## config.mk

```make
export PLATFORM = sky130hd
export DESIGN_NAME = ikaopm_slotgen
export DESIGN_NICKNAME = d
export VERILOG_FILES = /design/src/rtl/ikaopm_slotgen.sv
export SDC_FILE = /design/constraint.sdc
export NUM_CORES = 1
export LEC_CHECK = 0
export CORE_MARGIN = 5
export CORE_UTILIZATION = 60
export CTS_CLUSTER_DIAMETER = 200
export DETAILED_ROUTE_END_ITERATION = 6
export DONT_BUFFER_PORTS = 1
export PLACE_DENSITY = 0.76
export SLEW_MARGIN = 25
export SYNTH_ARGS = -nofsm -noshare
export SYNTH_HDL_FRONTEND = slang
export SYNTH_SLANG_ARGS = --single-unit
```

## constraint.sdc

```tcl
create_clock -name i_EMUCLK -period 2.8 [get_ports i_EMUCLK]
set_input_delay 0.56 -clock i_EMUCLK [delete_from_list [all_inputs] [get_ports i_EMUCLK]]
set_output_delay 0.56 -clock i_EMUCLK [all_outputs]
set_load 0.02 [all_outputs]
```

## src/rtl/ikaopm_slotgen.sv

```systemverilog
// ikaopm_slotgen: phi1 divider, slot counter, SH windows and runtime-programmable slot strobes
module ikaopm_slotgen #(
  parameter int SLOTS       = 32,
  parameter int SLOT_W      = 5,
  parameter int PHI_DIV     = 2,
  parameter int N_STROBE    = 8,
  parameter int SH1_START   = 8,
  parameter int SH2_START   = 24,
  parameter int SH_LEN      = 8,
  parameter int SH_DELAY    = 5,
  parameter int SYNC_STAGES = 2,
  localparam int SEL_W = N_STROBE > 1 ? $clog2(N_STROBE) : 1,
  localparam int DIV_W = $clog2(PHI_DIV)
) (
  input  logic                i_EMUCLK,
  input  logic                i_RST,
  input  logic                i_phiM_PCEN_n,
  input  logic                i_IC_n,
  input  logic                i_STB_WE,
  input  logic [SEL_W-1:0]    i_STB_SEL,
  input  logic [SLOT_W-1:0]   i_STB_SLOT,
  input  logic                i_STB_EN,
  output logic                o_MRST_n,
  output logic                o_phi1,
  output logic                o_phi1_PCEN_n,
  output logic                o_phi1_NCEN_n,
  output logic [SLOT_W-1:0]   o_SLOT,
  output logic [N_STROBE-1:0] o_STROBE,
  output logic                o_SH1,
  output logic                o_SH2,
  output logic                o_FRAME,
  output logic                o_STB_ERR
);
  logic [DIV_W-1:0] div_cnt;
  logic [SYNC_STAGES-1:0] ic_sync;
  logic phim_en, phase_init, pcen, ncen, wr_ok, sh1_raw, sh2_raw;
  logic [SLOT_W-1:0] cmp [N_STROBE];
  logic [N_STROBE-1:0] en;
  logic [SH_DELAY-1:0] sh1_pipe, sh2_pipe;
  logic [SH_DELAY:0] sh1_next, sh2_next;

  function automatic logic in_win(input logic [SLOT_W-1:0] s, input int start);
    return ((int'(s) - (start % SLOTS) + SLOTS) % SLOTS) < SH_LEN;
  endfunction

  assign phim_en = ~i_phiM_PCEN_n;
  // a falling IC_n between the last two stages re-phases the divider and swallows this enable
  assign phase_init = ic_sync[SYNC_STAGES-1] & ~ic_sync[SYNC_STAGES-2];
  assign pcen = phim_en & ~phase_init & (div_cnt == DIV_W'(PHI_DIV - 1));
  assign ncen = phim_en & ~phase_init & (div_cnt == DIV_W'(PHI_DIV / 2 - 1));
  assign o_phi1 = div_cnt < DIV_W'(PHI_DIV / 2);
  assign o_phi1_PCEN_n = ~pcen;
  assign o_phi1_NCEN_n = ~ncen;
  assign wr_ok = (int'(i_STB_SLOT) < SLOTS) & (int'(i_STB_SEL) < N_STROBE);
  assign sh1_raw = in_win(o_SLOT, SH1_START);
  assign sh2_raw = in_win(o_SLOT, SH2_START);
  assign sh1_next = {sh1_pipe, sh1_raw};
  assign sh2_next = {sh2_pipe, sh2_raw};

  always_ff @(posedge i_EMUCLK or posedge i_RST)
    if (i_RST) begin
      div_cnt <= '0;
      ic_sync <= '0;
    end else if (phim_en) begin
      ic_sync <= {ic_sync[SYNC_STAGES-2:0], i_IC_n};
      div_cnt <= (phase_init || div_cnt == DIV_W'(PHI_DIV - 1)) ? '0 : div_cnt + 1'b1;
    end

  always_ff @(posedge i_EMUCLK or posedge i_RST)
    if (i_RST) begin
      o_MRST_n <= 1'b0;
      o_SLOT <= '0;
      o_STROBE <= '0;
      sh1_pipe <= '0;
      sh2_pipe <= '0;
      o_SH1 <= 1'b0;
      o_SH2 <= 1'b0;
      o_FRAME <= 1'b0;
    end else if (ncen) begin
      o_MRST_n <= ic_sync[SYNC_STAGES-2];
      o_SLOT <= (!o_MRST_n || o_SLOT == SLOT_W'(SLOTS - 1)) ? '0 : o_SLOT + 1'b1;
      for (int k = 0; k < N_STROBE; k++) o_STROBE[k] <= en[k] & (o_SLOT == cmp[k]);
      sh1_pipe <= sh1_next[SH_DELAY-1:0];
      sh2_pipe <= sh2_next[SH_DELAY-1:0];
      o_SH1 <= sh1_pipe[SH_DELAY-1] & o_MRST_n;
      o_SH2 <= sh2_pipe[SH_DELAY-1] & o_MRST_n;
      o_FRAME <= (o_SLOT == SLOT_W'(SLOTS - 1)) & o_MRST_n;
    end

  always_ff @(posedge i_EMUCLK or posedge i_RST)
    if (i_RST) begin
      for (int k = 0; k < N_STROBE; k++) cmp[k] <= SLOT_W'(k % SLOTS);
      en <= '0;
      o_STB_ERR <= 1'b0;
    end else if (i_STB_WE) begin
      if (wr_ok) begin
        cmp[i_STB_SEL] <= i_STB_SLOT;
        en[i_STB_SEL] <= i_STB_EN;
      end else o_STB_ERR <= 1'b1;
    end
endmodule

```

* After elaboration in Yosys (flattened, before gate mapping) *
Cells that the tools add are included.

word-level totals
  register bits after elaboration = 78
  bits of input ports = 14
  output and inout port bits = 21
  logic and storage cells = 80

cells by class
  add/sub/neg operators = 6
  order comparisons = 7
  equal/unequal tests = 9
  mux-type cells = 8
  bitwise gates (word level) = 24
  reductions and logical operators = 7

operator list
  operator                                                                      count
  40-bit bitwise mux                                                            1
  5-bit == test                                                                 8
  1-bit AND                                                                     17
  6-bit by 7-bit adder with 8-bit output, second input constant                 2
  5-bit demux with 3-bit select                                                 1
  6-bit by 5-bit less-than comparator with 1-bit output, second input constant  2
  5-bit two-way mux                                                             2
  5-bit OR reduction                                                            2
  8-bit bitwise mux                                                             1
  1-bit NOT                                                                     6
  5-bit by 4-bit subtractor with 6-bit output, second input constant            1
  5-bit by 5-bit subtractor with 6-bit output, second input constant            1
  5-bit by 1-bit adder with 5-bit output, second input constant                 1
  5-bit == test, second input constant                                          1
  4-bit >= comparator, second input constant                                    1
  3-bit by 4-bit less-than comparator with 1-bit output, second input constant  1
  4-bit by 1-bit less-than comparator with 1-bit output, second input constant  1
  3-bit NOT with 4-bit output                                                   1
  1-bit demux with 3-bit select                                                 1
  3-bit by 1-bit >= comparator with 1-bit output, second input constant         1
  1-bit logical AND                                                             2
  1-bit logical OR                                                              2
  1-bit two-way mux                                                             2
  1-bit adder, second input constant                                            1
  2 further kinds                                                               2

* Depth between registers and ports, before layout *
Gate-level depths: netlist (run 1).

  depth after elaboration = 6
  gate-level depth with buffers = 6
  depth with buffers taken out = 6

* Worst setup path before layout (run 1) *
Ideal clock, no wire load.

  path kind = flip-flop to flip-flop
  from = register o_SLOT[3]
  to = register o_SLOT[3]
  library setup time = 65 ps
  arrival time = 1793 ps
  required time = 2735 ps
  setup slack = 943 ps
  cell stages (with the launch flop) = 7
  buffers on the path = 1
  cell sequence = dfrtp_1 -> buf_2 -> and3_1 -> ha_1 -> or3b_2 -> nor4_1 -> a211o_1

between the ends
  longest elaborated chain between the ends = 3

RTL lines
  what                                                                            RTL line  RTL
  start: declaration                                                              27        output logic [SLOT_W-1:0] o_SLOT,
  start signal: assignment                                                        81        o_SLOT <= (!o_MRST_n || o_SLOT == SLOT_W'(SLOTS - 1)) ? '0 : o_SLOT + 1'b1;
  branches (longest 2 deep; another with 5-bit by 1-bit adder with 5-bit output)  --
  5-bit two-way mux *                                                             81

Mark *: on every way between the ends.
A chain may end at the register's enable or synchronous reset.

* Worst setup path in the final report (run 1) *
  from = register ic_sync[0]
  to = output port o_phi1_NCEN_n

between the ends
  longest elaborated chain between the ends = 6

RTL lines
  what                      RTL line  RTL
  start: declaration        35        logic [SYNC_STAGES-1:0] ic_sync;
  start signal: assignment  65        ic_sync <= {ic_sync[SYNC_STAGES-2:0], i_IC_n};
  1-bit NOT                 48        assign phase_init = ic_sync[SYNC_STAGES-1] & ~ic_sync[SYNC_STAGES-2];
  1-bit AND                 48
  1-bit NOT                 50        assign ncen = phim_en & ~phase_init & (div_cnt == DIV_W'(PHI_DIV / 2 - 1));
  1-bit AND (2 in a row)    50
  1-bit NOT                 53        assign o_phi1_NCEN_n = ~ncen;
  end: declaration          26        output logic o_phi1_NCEN_n,

Every way passes these cells.

==> results.cfg, run 1 <==
[run_status]
status = finished clean

[setup_path]
end_kind = output port
worstRegToRegCells = 6
cp_max_fo = 26
cp-startpoint = ic_sync[0]
startpoint_type = flop
worstSetupPathType = reg -> out
worstReg2RegEnd = o_SLOT[3]
worstPathArrival_ns = 1.60
cp.required_ns = 2.24
r2r_slack_ns = 0.98
reg2reg_from = o_SLOT[0]

[floorplanning]
dieArea_sq_um = 7730
core_area_sq_um = 5920
die_height_microns = 87.9
io_pins = 35
start_util = 0.615
fp-row-count = 28
dieWidth_microns = 87.9

[sta]
slew_viol_final = 0
fmax_mhz = 463
setup_viol = 0
fin_crit_sh = 0.772
worst_hold_slack_ns = 0.108
worstMarginPinSlew_ns = 0.554
layout_min_cycle_time_ns = 2.16
hold_viol = 0
setup_tns_ns = 0
finalClockSkew_ns = 0.00573
rsz0062_at_grt = no
maxSlewHeadroom = 0.630

[logic_synthesis]
synth_top_cell_area_share = 0.453
synth_area_sq_um = 3640
synthesis.nets = 292
synth_largest_area_cell = dfrtp_1
yosys_register_bits = 78
syn_inst = 276
synth_area_leaders = dfrtp_1, mux2_2, xnor2_1, dfstp_2, nand4_1
synth_edf_count = 0
yosys.cell_types.count = 33
async_flop_share = 1.00
synth_warnings = 0
ys_seq_area_frac = 0.540
synth_ff_type = dfrtp_1
synth_area_per_cell_sq_um = 13.2

[global_route]
grt_usage = 0.210
antenna_found_initial = 0
gr-total-overflow = 0
grt_max_degree = 33
grt_pass1_wl_mm = 11.7
grt_pass1_vias = 2224

[final_layout]
finalNonFillerCells = 360
antennaDiodeCount = 0
multiInputGateArea_sq_um = 1570
final_common_cell = dfrtp_1
drive_above_1_share = 0.361
final_nets = 296
regArea_sq_um = 1970
final_cell_mix = dfrtp_1, mux2_2, xnor2_1
area_growth_pct = 7.69
fill_cells = 439

[pwr]
power_density_nw_per_um2 = 870
p_sw_mw = 1.04
p_seq_frac = 0.465
swShare = 0.305
peakVddDrop_uv = 531
leakagePower_nw = 1.59
combPwrFrac = 0.260
intPower_mw = 2.37
clkPwrFrac = 0.275

[drt]
post_drt_via_cell_ratio = 5.94
drt-wirelength-per-cell_microns = 19.9
drt_iter0_drc = 117
ant_nets = 0
route.detailed.drc = 0
vias = 2139
postRouteWirelength_mm = 7.16
drtPass1Iterations = 4

[hold_path]
hold_class = in -> async

[clocking]
cts_setup_buffers = 0
clock-sinks = 78
cts_tree = done
cts_htree_levels = 3
postCtsResizedCells = 0
cts_buffers = 9
clk_pin_slew_ns = 0.08
holdBufCountCts = 0
clk_path_buf_depth = 2
clk-insertion-delay-late_ns = 0.36
root_buffer = clkbuf_8

[placement]
gp_congestion = 0.780
port_buffers = 0
placed_cells = 344
post-dp-hpwl_mm = 4.54

[flow_run]
drv_cap = 0
[sequential cells by signal, indices dropped and copies added (netlist names)]
register,flops
en,8
o_SH1,1
cmp,40
o_FRAME,1
sh2_pipe,5
o_SLOT,5
o_SH2,1
ic_sync,2
o_MRST_n,1
o_STROBE,8
div_cnt,1
sh1_pipe,5
[area by class of cell]
class	instances	area share
Sequential cell	78	0.501
Multi-Input combinational cell	181	0.401
Clock buffer	10	0.0351
Tap cell	75	0.0239
Clock inverter	6	0.0217
Timing Repair Buffer	8	0.0153
Inverter	2	0.00223
[how the worst max path moves through the flow]
stage / end / slack [ns] / cells after the start
2_1_floorplan: cmp[11] / 0.26 / 1
3_3_place_gp: o_SLOT[3] / 1.03 / 6
3_5_place_dp: o_SLOT[3] / 1.01 / 6
4_1_cts: o_phi1_NCEN_n / 0.64 / 2
5_1_grt: o_phi1_NCEN_n / 0.56 / 2
6_report: o_phi1_NCEN_n / 0.64 / 2
[worst max-delay path, cell delays in order (launching register included)]
cell and delay, ns:
dfrtp_1 0.41, nand2b_1 0.38, nand2_4 0.44
[stage by stage]
| stage | instance area, sq um | setup slack (ns) | utilization | total power [mW] |
|---|---|---|---|---|
| floorplan | 3640 | 0.265 | - | 2.32 |
| global placement | 3700 | 1.03 | 0.625 | 2.47 |
| detailed placement | 3700 | 1.01 | 0.625 | 2.50 |
| CTS | 3920 | 0.636 | 0.663 | 3.44 |
| global route | 3920 | 0.556 | 0.663 | 3.61 |
| finish | 3920 | 0.639 | 0.663 | 3.41 |
[kinds of logic after synthesis]
group,Yosys count,share of synthesized area
AOI/OAI and AO/OA,28,0.0484
xor gates and xnor gates,40,0.0962
adders and majority gates,2,0.00687
buffers and inverters,17,0.0288
DFF,78,0.540
muxes,58,0.179
other,1,0.00103
and+or+nand+nor,52,0.0996
[synth_stat cells (2+ instances only)]
| cell type | n |
|---|---|
| and3_1 | 2 |
| buf_2 | 6 |
| buf_4 | 5 |
| buf_6 | 2 |
| clkbuf_1 | 2 |
| dfrtp_1 | 66 |
| dfstp_2 | 12 |
| ha_1 | 2 |
| inv_1 | 2 |
| mux2_2 | 58 |
| nand2_1 | 11 |
| nand2b_1 | 3 |
| nand3_1 | 2 |
| nand4_1 | 17 |
| nand4b_1 | 3 |
| nor3_4 | 2 |
| nor3b_4 | 2 |
| o21ai_0 | 18 |
| o2bb2ai_1 | 8 |
| xnor2_1 | 40 |
[routing by layer]
layer | global-route usage | up-vias | part of all wire
met1 | 0.274 | 1090 | 0.43
met2 | 0.312 | 58 | 0.47
met5 | 0 | - | 0
met4 | 0.0990 | 0 | 0.019
li1 | - | 981 | -
met3 | 0.0781 | 10 | 0.078
[power by group through the flow]
stage	logic [mW]	registers (mW)	clock network, mW
floorplan	0.713	1.61	0
global placement	0.873	1.60	0
detailed placement	0.894	1.61	0
CTS	0.899	1.59	0.956
global route	0.976	1.62	1.01
finish	0.889	1.59	0.939
Power figures use the tool's default switching activity.
==> run 2, diff against run 1 <==
--- a/config.mk
+++ b/config.mk
@@ -6,11 +6,11 @@
 export NUM_CORES = 1
 export LEC_CHECK = 0
 export CORE_MARGIN = 5
-export CORE_UTILIZATION = 60
+export CORE_UTILIZATION = 57
 export CTS_CLUSTER_DIAMETER = 200
 export DETAILED_ROUTE_END_ITERATION = 6
 export DONT_BUFFER_PORTS = 1
-export PLACE_DENSITY = 0.76
+export PLACE_DENSITY = 0.75
 export SLEW_MARGIN = 25
 export SYNTH_ARGS = -nofsm -noshare
 export SYNTH_HDL_FRONTEND = slang
==> constraint.sdc (replaced) <==
create_clock -name i_EMUCLK -period 1.75 [get_ports i_EMUCLK]
set_input_delay 0.35 -clock i_EMUCLK [delete_from_list [all_inputs] [get_ports i_EMUCLK]]
set_output_delay 0.35 -clock i_EMUCLK [all_outputs]
set_load 0.02 [all_outputs]
==> run 2 against run 1 <==
Net effect: critical path type unchanged; core utilization down 2.3 points; worst hold slack worse by 0.0067 ns; register-to-register slack got worse by 0.88 ns; non-clock buffer count rose by 3; sequential cell count unchanged; critical path depth is the same; clock power increased by 50%; count of clock-buffer cells in the layout up 3; combinational power increased by 69%; first-iteration DRC count fell by 36%.
==> results.cfg, run 2 (synthesis results as in run 1) <==
[clocking]
clk-insertion-delay-late_ns = 0.36
cts_htree_levels = 3
cts_setup_buffers = 0
cts_buffers = 9
clk_pin_slew_ns = 0.08
clk_path_buf_depth = 2
cts_tree = done
clock-sinks = 78
root_buffer = clkbuf_8

[drt]
postRouteWirelength_mm = 7.24
post_drt_via_cell_ratio = 6.01
drtPass1Iterations = 4
ant_nets = 0
vias = 2192
drt-wirelength-per-cell_microns = 19.8
route.detailed.drc = 0
drt_iter0_drc = 75

[sta]
setup_tns_ns = 0
layout_min_cycle_time_ns = 1.68
slew_viol_final = 0
setup_viol = 0
worst_hold_slack_ns = 0.102
hold_viol = 0
fmax_mhz = 595
fin_crit_sh = 0.960
rsz0062_at_grt = no
fin_ws_ns = 0.0700
finalClockSkew_ns = 0.0132

[global_route]
grt_usage = 0.188
grt_pass1_wl_mm = 11.7
grt_max_degree = 79
grt_pass1_vias = 2272
antenna_found_initial = 0
gr-total-overflow = 0

[placement]
post-dp-hpwl_mm = 4.62
gp_congestion = 0.712
port_buffers = 0
post-place-ws_ns = 0.0112

[final_layout]
regMostFlops = cmp
largest_register_ffs = 40
final_cell_mix = dfrtp_1, mux2_2, xnor2_1
regArea_sq_um = 1970
drive_above_1_share = 0.392
fill_cells = 501
area_growth_pct = 10.1
final_nets = 299
final_common_cell = dfrtp_1
antennaDiodeCount = 0
reg_top3 = cmp x40, en x8, o_STROBE x8
multiInputGateArea_sq_um = 1620

[setup_path]
cp_max_fo = 4
cp.required_ns = 1.40
end_kind = output port
worstSetupPathType = reg -> out
worstPathArrival_ns = 1.33
startpoint_type = flop

[floorplanning]
dieWidth_microns = 90.0
dieArea_sq_um = 8090
fp-row-count = 29
die_height_microns = 90.0
core_area_sq_um = 6280
start_util = 0.580
io_pins = 35

[pwr]
peakVddDrop_uv = 837
power_density_nw_per_um2 = 1360
leakagePower_nw = 1.59

[flow_run]
drv_cap = 0

[hold_path]
hold_class = in -> reg

[run_status]
status = finished clean
==> run 2: cell count changes in the layout (fill, tap and decap cells not counted), sizes merged <==
cell / delta
buf: +2
bufinv: -1
clkbuf: +3
clkinv: -2
dlygate4sd3: +1
==> run 2: what timing repair did <==
| action | 4_1_cts | 5_1_grt |
|---|---|---|
| gates resized for setup | 1 | 2 |
| endpoints found under the hold margin | 61 | 0 |
| cloned | 0 | 0 |
| hold buffers | 1 | 0 |
| pin swaps | 0 | 2 |
| endpoints found under the setup margin | 1 | 2 |
==> run 2: report_power, final <==
part	switching (mW)	total, mW	internal [mW]
registers	0.299	2.55	2.25
logic	0.742	1.50	0.757
clock network	0.632	1.41	0.774
total	1.67	5.45	3.78
==> run 2: worst max-delay path, cell delays in order (launching register included) <==
cell and delay [ns]:
dfrtp_1 0.39, inv_1 0.13, or3_4 0.45
==> run 2: metrics by stage <==
| stage | util | total power, mW | area (sq um) | instances |
|---|---|---|---|---|
| 4_1_cts | 0.637 | 5.50 | 4000 | 365 |
| 6_report | 0.639 | 5.45 | 4010 | 365 |
| 2_1_floorplan | - | 3.77 | 3690 | 276 |
| 5_1_grt | 0.639 | 5.76 | 4010 | 365 |
| 3_5_place_dp | 0.601 | 4.08 | 3770 | 348 |
| 3_3_place_gp | 0.601 | 4.02 | 3770 | 348 |
==> run 2: layer usage <==
metal	part of all wire	track usage	wire, microns
met1	0.44	0.243	3210
met2	0.48	0.293	3440
met3	0.059	0.0492	427
met4	0.021	0.0906	155
met5	0	0	0
==> run 2: final cells by class <==
type | count | share of cell area
Clock buffer | 13 | 0.0421
Timing Repair Buffer | 11 | 0.0243
Tap cell | 77 | 0.0240
Sequential cell | 78 | 0.491
Inverter | 2 | 0.00281
Multi-Input combinational cell | 181 | 0.405
Clock inverter | 3 | 0.0106
==> run 2: worst paths after layout <==
| kind | startpoint | end | slack [ns] | cells after the start |
|---|---|---|---|---|
| setup / recovery | div_cnt | o_phi1_PCEN_n | 0.07 | 2 |
| hold / removal | i_phiM_PCEN_n | div_cnt | 0.10 | 2 |
| hold reg to reg | sh2_pipe[3] | sh2_pipe[4] | 0.50 | 1 |
| max in group asynchronous | i_RST | cmp[10] | 0.81 | 3 |
| min in group asynchronous | i_RST | sh2_pipe[2] | 0.58 | 3 |
| setup reg to reg | o_SLOT[1] | o_SLOT[3] | 0.10 | 6 |
